File: config.mk
export PLATFORM = sky130hd
export DESIGN_NAME = eeprom_read_seq_flat
export DESIGN_NICKNAME = d
export VERILOG_FILES = /design/src/rtl/eeprom_read_seq_if.sv /design/src/rtl/eeprom_read_seq.sv /design/src/flat_wrapper.sv
export SDC_FILE = /design/constraint.sdc
export NUM_CORES = 1
export LEC_CHECK = 0
export ABC_AREA = 1
export BUFFER_PORTS_ARGS = -buffer_cell sky130_fd_sc_hd__buf_2
export CAP_MARGIN = 20
export CORE_ASPECT_RATIO = 1.75
export CORE_MARGIN = 3
export CORE_UTILIZATION = 40
export CTS_BUF_LIST = sky130_fd_sc_hd__clkbuf_8
export CTS_CLUSTER_SIZE = 16
export DETAILED_ROUTE_END_ITERATION = 10
export HOLD_SLACK_MARGIN = 0.1
export PLACE_DENSITY = 0.59
export SLEW_MARGIN = 0
export SYNTH_ARGS = -nofsm -noshare
export SYNTH_HDL_FRONTEND = slang
export SYNTH_SLANG_ARGS = --single-unit
File: constraint.sdc
create_clock -name clk -period 2 [get_ports clk]
set_input_delay 0.1 -clock clk [delete_from_list [all_inputs] [get_ports clk]]
set_output_delay 0.1 -clock clk [all_outputs]
set_load 0.1 [all_outputs]
File: src/rtl/eeprom_read_seq_if.sv
// Command/response bus between the EEPROM read sequencer and the I2C byte controller.
interface eeprom_read_seq_if;
    logic [6:0] addr;
    logic [7:0] data_in;
    logic       enable;
    logic       rw;
    logic [7:0] data_out;
    logic       ready;
    logic       data_rdy;
    logic       write_done;

    modport master (
        output addr, data_in, enable, rw,
        input  data_out, ready, data_rdy, write_done
    );

    modport slave (
        input  addr, data_in, enable, rw,
        output data_out, ready, data_rdy, write_done
    );
endinterface

File: src/rtl/eeprom_read_seq.sv
// Sequential EEPROM reader: one pointer write, then one single-byte read per byte,
// with bytes buffered in a small FIFO and streamed out on a valid/ready port.
//
// state     | meaning
// ----------+---------------------------------------------------------
// IDLE      | waiting for a request; FIFO may still be draining
// WR_PTR    | dummy write of the word address to the EEPROM pointer
// WAIT_IDLE | waiting for the controller to return to ready
// RD_REQ    | waiting for a free FIFO slot before issuing a read
// RD_WAIT   | single-byte read in flight, waiting for data_rdy
// FINISH    | one-cycle done pulse (success or timeout)
module eeprom_read_seq #(
    parameter logic [6:0]  DEV_ADDR       = 7'b1010000,
    parameter int unsigned FIFO_DEPTH     = 4,
    parameter int unsigned TIMEOUT_CYCLES = 65535
) (
    input  logic                clk,
    input  logic                rst,
    input  logic                req_valid,
    output logic                req_ready,
    input  logic [7:0]          req_word_addr,
    input  logic [7:0]          req_len,
    output logic [7:0]          rd_data,
    output logic                rd_valid,
    input  logic                rd_ready,
    output logic                done,
    output logic                err,
    eeprom_read_seq_if.master   ctl
);

    localparam int PTR_W = (FIFO_DEPTH > 1) ? $clog2(FIFO_DEPTH) : 1;
    localparam int CNT_W = $clog2(FIFO_DEPTH + 1);
    localparam int TMO_W = (TIMEOUT_CYCLES > 1) ? $clog2(TIMEOUT_CYCLES) : 1;
    localparam logic [TMO_W-1:0] TMO_LOAD = TMO_W'(TIMEOUT_CYCLES - 1);
    localparam logic [CNT_W-1:0] DEPTH_C  = CNT_W'(FIFO_DEPTH);

    typedef enum logic [2:0] {
        S_IDLE      = 3'd0,
        S_WR_PTR    = 3'd1,
        S_WAIT_IDLE = 3'd2,
        S_RD_REQ    = 3'd3,
        S_RD_WAIT   = 3'd4,
        S_FINISH    = 3'd5
    } state_t;

    state_t           state_q, state_d;
    logic             en_q, en_d;
    logic             rw_q, rw_d;
    logic [7:0]       din_q, din_d;
    logic [8:0]       rem_q, rem_d;
    logic             err_q, err_d;
    logic [TMO_W-1:0] tmo_q, tmo_d;
    logic             tmo_hit;

    logic [7:0]       mem_q [FIFO_DEPTH];
    logic [7:0]       mem_d [FIFO_DEPTH];
    logic [PTR_W-1:0] wr_ptr_q, wr_ptr_d;
    logic [PTR_W-1:0] rd_ptr_q, rd_ptr_d;
    logic [CNT_W-1:0] count_q, count_d;
    logic             push;
    logic             pop;

    // Timeout is a down-counter reloaded on every state change; terminal count is zero.
    assign tmo_hit = (tmo_q == '0);

    always_comb begin
        state_d = state_q;
        en_d    = en_q;
        rw_d    = rw_q;
        din_d   = din_q;
        rem_d   = rem_q;
        err_d   = err_q;
        tmo_d   = (tmo_q != '0) ? tmo_q - 1'b1 : tmo_q;

        case (state_q)
            S_IDLE: begin
                if (req_valid) begin
                    err_d = 1'b0;
                    rem_d = {1'b0, req_len};
                    if (req_len == 8'd0) begin
                        state_d = S_FINISH;
                    end else begin
                        state_d = S_WR_PTR;
                        en_d    = 1'b1;
                        rw_d    = 1'b0;
                        din_d   = req_word_addr;
                    end
                end
            end
            S_WR_PTR: begin
                if (ctl.write_done) begin
                    en_d    = 1'b0;
                    state_d = S_WAIT_IDLE;
                end else if (tmo_hit) begin
                    en_d    = 1'b0;
                    err_d   = 1'b1;
                    state_d = S_FINISH;
                end
            end
            S_WAIT_IDLE: begin
                if (ctl.ready) begin
                    state_d = (rem_q != 9'd0) ? S_RD_REQ : S_FINISH;
                end else if (tmo_hit) begin
                    err_d   = 1'b1;
                    state_d = S_FINISH;
                end
            end
            S_RD_REQ: begin
                // Only one read is ever in flight, so a free slot now is a free slot at push time.
                if (count_q < DEPTH_C) begin
                    en_d    = 1'b1;
                    rw_d    = 1'b1;
                    state_d = S_RD_WAIT;
                end
            end
            S_RD_WAIT: begin
                if (ctl.data_rdy) begin
                    rem_d   = rem_q - 9'd1;
                    en_d    = 1'b0;
                    state_d = S_WAIT_IDLE;
                end else if (tmo_hit) begin
                    en_d    = 1'b0;
                    err_d   = 1'b1;
                    state_d = S_FINISH;
                end
            end
            S_FINISH: begin
                state_d = S_IDLE;
            end
            default: begin
                en_d    = 1'b0;
                state_d = S_IDLE;
            end
        endcase

        if (state_d != state_q) begin
            tmo_d = TMO_LOAD;
        end
    end

    assign push = (state_q == S_RD_WAIT) && ctl.data_rdy;
    assign pop  = rd_ready && (count_q != '0);

    always_comb begin
        mem_d    = mem_q;
        wr_ptr_d = wr_ptr_q;
        rd_ptr_d = rd_ptr_q;
        count_d  = count_q;
        if (push) begin
            mem_d[wr_ptr_q] = ctl.data_out;
            wr_ptr_d        = wr_ptr_q + 1'b1;
        end
        if (pop) begin
            rd_ptr_d = rd_ptr_q + 1'b1;
        end
        case ({push, pop})
            2'b10:   count_d = count_q + 1'b1;
            2'b01:   count_d = count_q - 1'b1;
            default: count_d = count_q;
        endcase
    end

    always_ff @(posedge clk or negedge rst) begin
        if (!rst) begin
            state_q  <= S_IDLE;
            en_q     <= 1'b0;
            rw_q     <= 1'b0;
            din_q    <= 8'd0;
            rem_q    <= 9'd0;
            err_q    <= 1'b0;
            tmo_q    <= '0;
            mem_q    <= '{default: 8'd0};
            wr_ptr_q <= '0;
            rd_ptr_q <= '0;
            count_q  <= '0;
        end else begin
            state_q  <= state_d;
            en_q     <= en_d;
            rw_q     <= rw_d;
            din_q    <= din_d;
            rem_q    <= rem_d;
            err_q    <= err_d;
            tmo_q    <= tmo_d;
            mem_q    <= mem_d;
            wr_ptr_q <= wr_ptr_d;
            rd_ptr_q <= rd_ptr_d;
            count_q  <= count_d;
        end
    end

    assign req_ready   = (state_q == S_IDLE);
    assign done        = (state_q == S_FINISH);
    assign err         = err_q;
    assign rd_valid    = (count_q != '0);
    assign rd_data     = mem_q[rd_ptr_q];
    assign ctl.addr    = DEV_ADDR;
    assign ctl.data_in = din_q;
    assign ctl.enable  = en_q;
    assign ctl.rw      = rw_q;

endmodule
File: src/flat_wrapper.sv
// flat-port wrapper written by rule: the top's interface ports become plain ports
module eeprom_read_seq_flat 
#(
    parameter logic [6:0]  DEV_ADDR       = 7'b1010000,
    parameter int unsigned FIFO_DEPTH     = 4,
    parameter int unsigned TIMEOUT_CYCLES = 65535
)
  (clk, rst, req_valid, req_ready, req_word_addr, req_len, rd_data, rd_valid, rd_ready, done, err, ctl_addr, ctl_data_in, ctl_enable, ctl_rw, ctl_data_out, ctl_ready, ctl_data_rdy, ctl_write_done);
  eeprom_read_seq_if ctl_i ();
  input  logic clk;
  input  logic rst;
  input  logic req_valid;
  output logic req_ready;
  input  logic [7:0] req_word_addr;
  input  logic [7:0] req_len;
  output logic [7:0] rd_data;
  output logic rd_valid;
  input  logic rd_ready;
  output logic done;
  output logic err;
  output wire logic [$bits(ctl_i.addr)-1:0] ctl_addr;
  output wire logic [$bits(ctl_i.data_in)-1:0] ctl_data_in;
  output wire logic [$bits(ctl_i.enable)-1:0] ctl_enable;
  output wire logic [$bits(ctl_i.rw)-1:0] ctl_rw;
  input wire logic [$bits(ctl_i.data_out)-1:0] ctl_data_out;
  input wire logic [$bits(ctl_i.ready)-1:0] ctl_ready;
  input wire logic [$bits(ctl_i.data_rdy)-1:0] ctl_data_rdy;
  input wire logic [$bits(ctl_i.write_done)-1:0] ctl_write_done;
  assign ctl_addr = ctl_i.addr;
  assign ctl_data_in = ctl_i.data_in;
  assign ctl_enable = ctl_i.enable;
  assign ctl_rw = ctl_i.rw;
  assign ctl_i.data_out = ctl_data_out;
  assign ctl_i.ready = ctl_ready;
  assign ctl_i.data_rdy = ctl_data_rdy;
  assign ctl_i.write_done = ctl_write_done;
  eeprom_read_seq #(.DEV_ADDR(DEV_ADDR), .FIFO_DEPTH(FIFO_DEPTH), .TIMEOUT_CYCLES(TIMEOUT_CYCLES)) u_core (.clk(clk), .rst(rst), .req_valid(req_valid), .req_ready(req_ready), .req_word_addr(req_word_addr), .req_len(req_len), .rd_data(rd_data), .rd_valid(rd_valid), .rd_ready(rd_ready), .done(done), .err(err), .ctl(ctl_i));
endmodule
==> metrics.csv, run 1 <==
metric,value,unit
status,finished clean,
Post-synth ARST share,100,%
die height,140,µm
startpoint types,flop,
clock slew at reported path FFs,90,ps
met2 usage,32.6,%
"most common cell after layout, fill and taps aside",nand2_1,
Clock Power Share,12.7,%
layout cells sized above 1,20.3,%
"critical path, cell by cell",nor2_2 -> nand2_2 -> inv_2 -> nand2_4 -> ha_1 -> inv_1 -> fa_2 -> o21ai_0,
vias in the first global route,3827,
sequential group share of total power,27.5,%
average size of a mapped cell,8.08,µm²
synthesized instance count,508,
Detailed Route Iter0 Violations,189,
Congestion Overflow GR,0,
worst setup path class,reg -> reg,
Leak Pwr,2.56,nW
FMAX,0.536,GHz
wire length of the first global-routing pass,17500,µm
Detail Route Antenna Nets,0,
Rows,48,
GRT busiest layer,met2,
fin cells,727,
WHS,109,ps
gpl congestion,0.937,
Setup crit end kind,flop,
final worst-path cycle share,93.3,%
Setup TNS,0,ps
post-layout min period,1870,ps
Min-Delay Path Class,in -> reg,
combinational share of power,59.8,%
Net Switching,4.85,mW
post-synthesis cell area,0.00411,mm²
PortBufs,52,
Max Fanout on Critical Path,5,
crit-path max cell delay,440,ps
CTS Buf Count,9,
starting density of the core,41.2,%
H-tree depth,3,
GRT met1 Usage,22.5,%
switching share of power,52.3,%
die area,0.0116,mm²
clock tree sinks,78,
Synth Register Bits,78,
"Seq/Total Area, Yosys",47.5,%
total I/O pin count,60,
P_int,4.42,mW
"Slowest-stage cell, CP",fa_2,
hold path start,rd_ready,
CTS root buffer,clkbuf_8,
PD cells,1780,mW/mm²
final net count,637,
routed len/inst,14.2,µm
"Clk Latency, worst-skew pair",370,ps
Max Cap Viol,0,
Syn-to-layout area delta,26.9,%
Critical Path RT,2280,ps
Clock Tree Buf Depth,2,
CP arrival,2150,ps
Slew Limit Fails,0,
Cells after DPL,685,
Critical path origin,u_core.state_q[0],
"commonest non-fill, non-tap cells in the layout","nand2_1 (114), dfrtp_1 (78), o21ai_0 (62), nor2_1 (57), inv_1 (51)",
Fin Clk Skew,11.7,ps
# DRC,0,
endpoints failing setup,0,
Layout fillers,968,
gr usage total,19.7,%
Avg Vias per Cell,5.06,
largest net degree at the start of global routing,43,
RSZ-0062 raised after global routing,false,
Core Area,0.00997,mm²
Ys Warns,0,
dpl hpwl,7520,µm
n_diodes,0,
CTS tree,yes,
Die Width,82.6,µm
reg-to-reg startpoint,u_core.state_q[0],
drt first pass iters,5,
count of final hold-check violations,0,
Yosys cell types,34,
worst vdd ir,1.81,mV
Tightest Pin Transition,538,ps
DRT Wirelength,10400,µm
number of flops mapped to enable cells by yosys,0,
met3 Use GR,2.32,%
initial antenna violation count,0,
Slew headroom,64.1,%
fin util,52.3,%
Tot Pwr,9.27,mW
total number of vias,3676,
Post-synth top flop,dfrtp_1,
## power by group through the flow
stage / clock [mW] / sequential [mW] / combinational, mW
after floorplan: 0 / 3.17 / 3.38
after global placement: 0 / 2.55 / 5.31
after detailed placement: 0 / 2.57 / 5.39
after CTS: 1.22 / 2.54 / 5.43
after global routing: 1.27 / 2.62 / 6.01
final: 1.18 / 2.55 / 5.54
## metrics by stage
step / worst slack (ps) / instance area, µm²
after global placement: 139 / 4720
final: 134 / 5210
after CTS: 23.7 / 5160
after floorplan: -172 / 4190
after detailed placement: 28.4 / 4720
after global routing: 2.36 / 5210
## critical path: cells and delay by family, from the launching register on
family / cells / cell delay (ps)
AOI/OAI and AO/OA: 1 / 180
DFF: 1 / 410
adders and majority gates: 2 / 620
buffers and inverters: 2 / 190
and+or+nand+nor: 3 / 380
## layout make-up
class	instances	area (µm²)	share of cell area (%)
Tap cell	125	156	3.00
Timing Repair Buffer	91	751	14.4
Sequential cell	78	1950	37.5
Clock buffer	9	124	2.38
Clock inverter	7	66.3	1.27
Multi-Input combinational cell	361	1940	37.3
Inverter	56	219	4.20
## sequential cells by signal, indices dropped and copies added, names as in the netlist
register,count
u_core.mem_q,32
u_core.tmo_q,16
u_core.rem_q,9
u_core.ctl.data_in,8
u_core.count_q,3
u_core.state_q,3
u_core.rd_ptr_q,2
u_core.wr_ptr_q,2
u_core.ctl.enable,1
u_core.ctl.rw,1
u_core.err,1
## logic make-up after synthesis
family | Yosys count | share of synthesized area (%)
flops | 78 | 47.5
simple gates | 235 | 25.7
buf+inv | 74 | 7.80
compound gates | 94 | 12.4
xor+xnor | 16 | 3.41
other cells | 2 | 0.183
fa+ha+maj | 9 | 2.93
## synth_stat cells, types with 2 or more instances
| cell | n | area [µm²] |
|---|---|---|
| inv_2 | 4 | 15.0 |
| nand4_1 | 9 | 56.3 |
| xnor2_1 | 4 | 35.0 |
| nand2_2 | 6 | 37.5 |
| buf_2 | 6 | 30.0 |
| ha_1 | 8 | 100 |
| nand3_1 | 22 | 110 |
| nand2_4 | 5 | 56.3 |
| buf_4 | 8 | 60.1 |
| nand3_2 | 2 | 20.0 |
| clkbuf_1 | 4 | 15.0 |
| o211ai_1 | 4 | 30.0 |
| nor4_1 | 2 | 12.5 |
| dfrtp_1 | 78 | 1950 |
| nand2_1 | 116 | 435 |
| xor2_1 | 12 | 105 |
| o22ai_1 | 11 | 68.8 |
| a21oi_1 | 10 | 50.1 |
| o21ai_1 | 4 | 20.0 |
| o21ai_0 | 62 | 310 |
| nor3_1 | 10 | 50.1 |
| inv_1 | 51 | 191 |
| conb_1 | 2 | 7.51 |
| nor2_1 | 58 | 218 |
## final timing paths
check                      cells after the start  slack, ps                 end
hold / removal                                 4        110  u_core.rd_ptr_q[0]
max in group asynchronous                      3       1060    u_core.tmo_q[11]
setup reg to reg                               8        130   u_core.count_q[1]
setup / recovery                               8        130   u_core.count_q[1]
hold reg to reg                                1        480   u_core.count_q[0]
min in group asynchronous                      2        260     u_core.mem_q[0]
## timing repair
item | in CTS | in global routing
endpoints found under the hold margin | 88 | 0
hold buffers | 25 | 0
gates resized for setup | 0 | 9
setup buffers | 0 | 1
setup endpoints to repair | 0 | 18
## metal layers
metal / share of wire (%) / wire, µm / vias to the layer above
met2: 52 / 5340 / 116
met5: 0 / 0 / -
li1: - / - / 1814
met4: 5.3 / 545 / 0
met1: 39 / 4030 / 1704
met3: 4.3 / 442 / 42
Note: power is estimated with default switching activity, not from simulation.
==> inputs of run 2 (changes only) <==
PLACE_DENSITY = unset   (was 0.59)
TNS_END_PERCENT = 10   (was unset)
==> run 2 against run 1 <==
Total power shrank 2.6%; first-iteration DRC count shrank 11%; maximum frequency shrank 2.0%; worst hold slack gained 42 ps; critical path depth shrank 4; highest routed layer unchanged; sequential power is essentially flat; core utilization shrank 0.46 points; critical endpoint is now rd_data[1]; combinational power shrank 4.9%; largest power group unchanged.
==> metrics.csv, run 2 (synthesis gave the netlist of run 1 again) <==
metric,value,unit,change
Clock Power Share,13.3,%,was 12.7%
worst reg-to-reg path cell count,10,,was 8
post-layout min period,1900,ps,was 1870 ps
"commonest non-fill, non-tap cells in the layout","nand2_1 (115), dfrtp_1 (77), o21ai_0 (62), nor2_1 (57), inv_1 (50)",,"was nand2_1 (114), dfrtp_1 (78), o21ai_0 (62), nor2_1 (57), inv_1 (51)"
count of final hold-check violations,0,,unchanged
startpoint types,flop,,unchanged
Biggest register,u_core.mem_q,,unchanged
PD cells,1750,mW/mm²,was 1780 mW/mm²
H-tree depth,3,,unchanged
Detailed Route Iter0 Violations,169,,was 189
vias in the first global route,3583,,was 3827
Net Switching,4.71,mW,was 4.85 mW
clock tree sinks,78,,unchanged
hold path start,req_len[7],,was rd_ready
gr usage total,18.0,%,was 19.7%
combinational share of power,58.4,%,was 59.8%
Placed Area,0.00465,mm²,was 0.00472 mm²
Avg Vias per Cell,5.01,,was 5.06
endpoints failing setup,0,,unchanged
hold path cells,5,,was 4
initial antenna violation count,0,,unchanged
DRT Wirelength,9760,µm,was 10400 µm
final net count,637,,unchanged
Max Cap Viol,0,,unchanged
biggest registers after layout,"u_core.mem_q (32), u_core.tmo_q (16), u_core.rem_q (9)",,unchanged
Setup crit end kind,output pin,,was flop
Slew Limit Fails,0,,unchanged
Leak Pwr,2.55,nW,was 2.56 nW
routed len/inst,13.4,µm,was 14.2 µm
CTS root buffer,clkbuf_8,,unchanged
total I/O pin count,60,,unchanged
clock slew at reported path FFs,80,ps,was 90 ps
Detail Route Antenna Nets,0,,unchanged
fin util,51.8,%,was 52.3%
Rows,48,,unchanged
CTS Buf Count,9,,unchanged
CTS tree,yes,,unchanged
WHS Endpoint,u_core.rem_q[7],,was u_core.rd_ptr_q[0]
gpl congestion,0.915,,was 0.937
Max Fanout on Critical Path,10,,was 5
worst reg2reg setup slack,110,ps,was 130 ps
P_int,4.31,mW,was 4.42 mW
sequential group share of total power,28.3,%,was 27.5%
wire length of the first global-routing pass,16100,µm,was 17500 µm
n_diodes,0,,unchanged
worst setup path class,reg -> out,,was reg -> reg
"most common cell after layout, fill and taps aside",nand2_1,,unchanged
CP arrival,1800,ps,was 2150 ps
Congestion Overflow GR,0,,unchanged
drt first pass iters,4,,was 5
switching share of power,52.3,%,about the same
die area,0.0116,mm²,unchanged
worst vdd ir,1.11,mV,was 1.81 mV
Min-Delay Path Class,in -> reg,,unchanged
FMAX,0.525,GHz,was 0.536 GHz
final worst-path cycle share,95.2,%,was 93.3%
Clock Tree Buf Depth,2,,unchanged
largest net degree at the start of global routing,55,,was 43
dpl hpwl,7050,µm,was 7520 µm
RR Endpoint,u_core.count_q[2],,was u_core.count_q[1]
RSZ-0062 raised after global routing,false,,unchanged
Core Area,0.00997,mm²,unchanged
"Clk Latency, worst-skew pair",360,ps,was 370 ps
# DRC,0,,unchanged
layout cells sized above 1,18.4,%,was 20.3%
Critical Path RT,1900,ps,was 2280 ps
Die Width,82.6,µm,unchanged
Fin Clk Skew,6.85,ps,was 11.7 ps
PortBufs,52,,unchanged
max reg flops,32,,unchanged
total number of vias,3641,,was 3676
die height,140,µm,unchanged
status,finished clean,,unchanged
starting density of the core,41.2,%,unchanged
design area,0.00516,mm²,was 0.00521 mm²
Layout fillers,978,,was 968
reg-to-reg startpoint,u_core.count_q[0],,was u_core.state_q[0]
Syn-to-layout area delta,25.7,%,was 26.9%
-- run 2: cell types whose count changed in the layout (fill, tap and decap cells not counted), moves of 2 or more --
| cell | before | now |
|---|---|---|
| buf_4 | 14 | 11 |
| dlygate4sd3_1 | 25 | 27 |
| clkinv_4 | 0 | 2 |
| o22ai_2 | 8 | 1 |
| o22ai_1 | 3 | 10 |
-- run 2: how the worst max path moves through the flow --
| stage | start | to | slack, ps | depth (start not counted) |
|---|---|---|---|---|
| 2_1_floorplan | u_core.rd_ptr_q[0] | rd_data[6] | -590 | 5 |
| 3_3_place_gp | u_core.tmo_q[0] | u_core.tmo_q[3] | 100 | 10 |
| 5_1_grt | u_core.rd_ptr_q[1] | rd_data[1] | 2 | 4 |
| 6_report | u_core.rd_ptr_q[1] | rd_data[1] | 100 | 4 |
| 4_1_cts | u_core.rd_ptr_q[0] | rd_data[7] | 20 | 4 |
| 3_5_place_dp | u_core.tmo_q[0] | u_core.tmo_q[13] | 30 | 11 |
-- run 2: cell type report --
| cell class | instances | area (µm²) | share of cell area (%) |
|---|---|---|---|
| clock inverter | 7 | 73.8 | 1.43 |
| timing repair buffer | 91 | 756 | 14.6 |
| multi-input combinational | 361 | 1880 | 36.4 |
| inverter | 56 | 219 | 4.24 |
| sequential | 78 | 1950 | 37.8 |
| tap | 125 | 156 | 3.03 |
| clock buffer | 9 | 124 | 2.40 |
-- run 2: timing repair --
action                                  CTS  global route
hold buffers                             27             0
endpoints found under the setup margin    0            22
gates resized for setup                   0             8
hold endpoints to repair                129             0
buffers inserted                          0             1
-- run 2: layer usage --
layer / share of wire [%] / track usage (%) / vias to the layer above
met5: 0 / 0 / -
met4: 2.9 / 7.92 / 0
met3: 4.4 / 3.28 / 25
met2: 54 / 31.3 / 111
met1: 39 / 20.8 / 1693
li1: - / - / 1812
-- run 2: worst max-delay path: stages (launching register included) --
cell and delay, ps:
dfrtp_1 520, inv_1 280, o21ai_0 140, o22ai_1 270, buf_12 220
-- run 2: per-stage QoR --
step | setup TNS (ps) | total power [mW] | hold WS (ps) | setup slack, ps | std cells
finish | 0 | 9.02 | 151 | 96.7 | 727
global route | 0 | 9.62 | 189 | 1.56 | 727
CTS | 0 | 8.97 | 130 | 19.3 | 726
detailed placement | 0 | 7.69 | 36.2 | 27.7 | 683
global placement | 0 | 7.60 | 37.7 | 105 | 683
floorplan | -5050 | 6.34 | -196 | -593 | 513
-- run 2: power by group through the flow --
stage,combinational (mW),sequential (mW),clock (mW)
after floorplan,3.17,3.17,0
after global placement,5.05,2.55,0
after detailed placement,5.12,2.57,0
after CTS,5.19,2.54,1.24
after global routing,5.67,2.64,1.30
final,5.27,2.56,1.20
==> inputs of run 3 (changes only) <==
BUFFER_PORTS_ARGS = -buffer_cell sky130_fd_sc_hd__buf_4   (was -buffer_cell sky130_fd_sc_hd__buf_2)
CAP_MARGIN = unset   (was 20)
SETUP_SLACK_MARGIN = 0.05   (was unset)
==> run 3 against run 2 <==
Critical path type is now reg -> reg; global-route usage is 0.36 points higher; core utilization is 0.61 points higher; critical path depth up 6; sequential power about the same; register-to-register slack is essentially flat; highest routed layer unchanged; clock skew is essentially flat; setup slack better by 3.6 ps; first-iteration DRC count decreased by 20%; total power decreased by 1.9%; non-clock buffer count shrank 4; routed wire length up 2.7%.
==> metrics.csv, run 3 (synthesis gave the netlist of run 1 again) <==
metric,value,unit,change
max reg flops,32,,unchanged
biggest registers after layout,"u_core.mem_q (32), u_core.tmo_q (16), u_core.rem_q (9)",,unchanged
Slew Limit Fails,0,,unchanged
H-tree depth,3,,unchanged
RR Endpoint,u_core.count_q[2],,unchanged
PD cells,1690,mW/mm²,was 1750 mW/mm²
Critical path origin,u_core.state_q[0],,was u_core.rd_ptr_q[1]
Slew headroom,62.1,%,
layout cells sized above 1,20.7,%,was 18.4%
total I/O pin count,60,,unchanged
Rows,48,,unchanged
Detail Route Antenna Nets,0,,unchanged
initial antenna violation count,0,,unchanged
Setup TNS,0,ps,unchanged
drt first pass iters,4,,unchanged
Congestion Overflow GR,0,,unchanged
Placed Area,0.00472,mm²,was 0.00465 mm²
post-layout min period,1900,ps,about the same
WHS,145,ps,was 151 ps
"commonest non-fill, non-tap cells in the layout","nand2_1 (113), dfrtp_1 (76), o21ai_0 (62), buf_4 (61), nor2_1 (53)",,"was nand2_1 (115), dfrtp_1 (77), o21ai_0 (62), nor2_1 (57), inv_1 (50)"
CTS root buffer,clkbuf_8,,unchanged
Leak Pwr,2.56,nW,was 2.55 nW
RSZ-0062 raised after global routing,true,,was false
Max Fanout on Critical Path,7,,was 10
Clock Tree Buf Depth,2,,unchanged
die height,140,µm,unchanged
gr usage total,18.3,%,was 18.0%
FMAX,0.526,GHz,was 0.525 GHz
WHS Endpoint,u_core.rem_q[7],,unchanged
CP arrival,2120,ps,was 1800 ps
endpoints failing setup,0,,unchanged
Max Cap Viol,0,,unchanged
starting density of the core,41.2,%,unchanged
status,finished clean,,unchanged
Min-Delay Path Class,in -> reg,,unchanged
final net count,634,,was 637
"Clk Latency, worst-skew pair",350,ps,was 360 ps
Syn-to-layout area delta,27.2,%,was 25.7%
worst setup path class,reg -> reg,,was reg -> out
Die Width,82.6,µm,unchanged
Critical Path RT,2220,ps,was 1900 ps
fin util,52.4,%,was 51.8%
worst vdd ir,1.39,mV,was 1.11 mV
final worst-path cycle share,95.0,%,was 95.2%
dpl hpwl,7140,µm,was 7050 µm
CTS Buf Count,9,,unchanged
PortBufs,52,,unchanged
Avg Vias per Cell,5.04,,was 5.01
gpl congestion,0.914,,was 0.915
Setup crit end kind,flop,,was output pin
worst reg-to-reg path cell count,10,,unchanged
worst reg2reg setup slack,100,ps,was 110 ps
# DRC,0,,unchanged
Biggest register,u_core.mem_q,,unchanged
wire length of the first global-routing pass,16300,µm,was 16100 µm
CTS tree,yes,,unchanged
"most common cell after layout, fill and taps aside",nand2_1,,unchanged
hold path cells,5,,unchanged
Core Area,0.00997,mm²,unchanged
clock tree sinks,78,,unchanged
routed len/inst,13.9,µm,was 13.4 µm
Fin Clk Skew,7.16,ps,was 6.85 ps
reg-to-reg startpoint,u_core.state_q[0],,was u_core.count_q[0]
clock slew at reported path FFs,80,ps,about the same
n_diodes,0,,unchanged
die area,0.0116,mm²,unchanged
count of final hold-check violations,0,,unchanged
total number of vias,3644,,was 3641
Detailed Route Iter0 Violations,136,,was 169
largest net degree at the start of global routing,41,,was 55
DRT Wirelength,10000,µm,was 9760 µm
design area,0.00523,mm²,was 0.00516 mm²
Tightest Pin Transition,569,ps,
hold path start,req_len[7],,unchanged
vias in the first global route,3626,,was 3583
startpoint types,flop,,unchanged
[run 3: what timing repair did]
item                                    in CTS  in global routing
gates cloned                                 0                  1
buffers inserted                             0                  0
gates resized for setup                      1                 17
hold buffers                                25                  0
hold endpoints to repair                    88                  0
pin swaps                                    0                  4
endpoints found under the setup margin      12                 29
[run 3: cell type report]
type | count | area, µm²
flip-flops and latches | 78 | 1950
inverters | 56 | 219
clock inverters | 5 | 51.3
well taps | 125 | 156
fillers | 998 | 4740
clock buffers | 10 | 138
repair buffers | 87 | 728
multi-input cells | 362 | 1980
[run 3: routing by layer]
layer	track usage [%]	wire, µm	part of all wire [%]
met4	7.67	293	2.9
met1	20.9	4020	40
met5	0	0	0
met2	32.5	5320	53
met3	3.41	392	3.9
[run 3: worst max-delay path by stage]
stage	end	slack [ps]
after floorplan	u_core.count_q[1]	-130
after global placement	u_core.count_q[2]	80
after detailed placement	u_core.tmo_q[12]	30
after CTS	u_core.tmo_q[4]	20
after global routing	u_core.count_q[2]	-40
final	u_core.count_q[2]	100
[run 3: worst max-delay path, cell delays in order (launching register included)]
cell and delay (ps):
dfrtp_2 460, nor2_4 70, nand2_2 70, inv_2 50, nand2_4 110, ha_1 170
inv_1 70, fa_1 380, a21oi_1 140, o21ai_0 110, xor2_1 150
[run 3: where the power goes]
part	total [mW]	internal (mW)	switching (mW)
clock	1.15	0.595	0.555
sequential	2.58	2.17	0.405
combinational	5.12	1.37	3.76
total	8.85	4.14	4.71
[run 3: through the flow]
step,setup slack [ps],cells,power [mW]
after floorplan,-130,513,6.54
final,100,723,8.85
after detailed placement,30.4,682,7.59
after CTS,21.4,722,8.82
after global routing,-44.5,723,9.49
after global placement,84.6,682,7.49
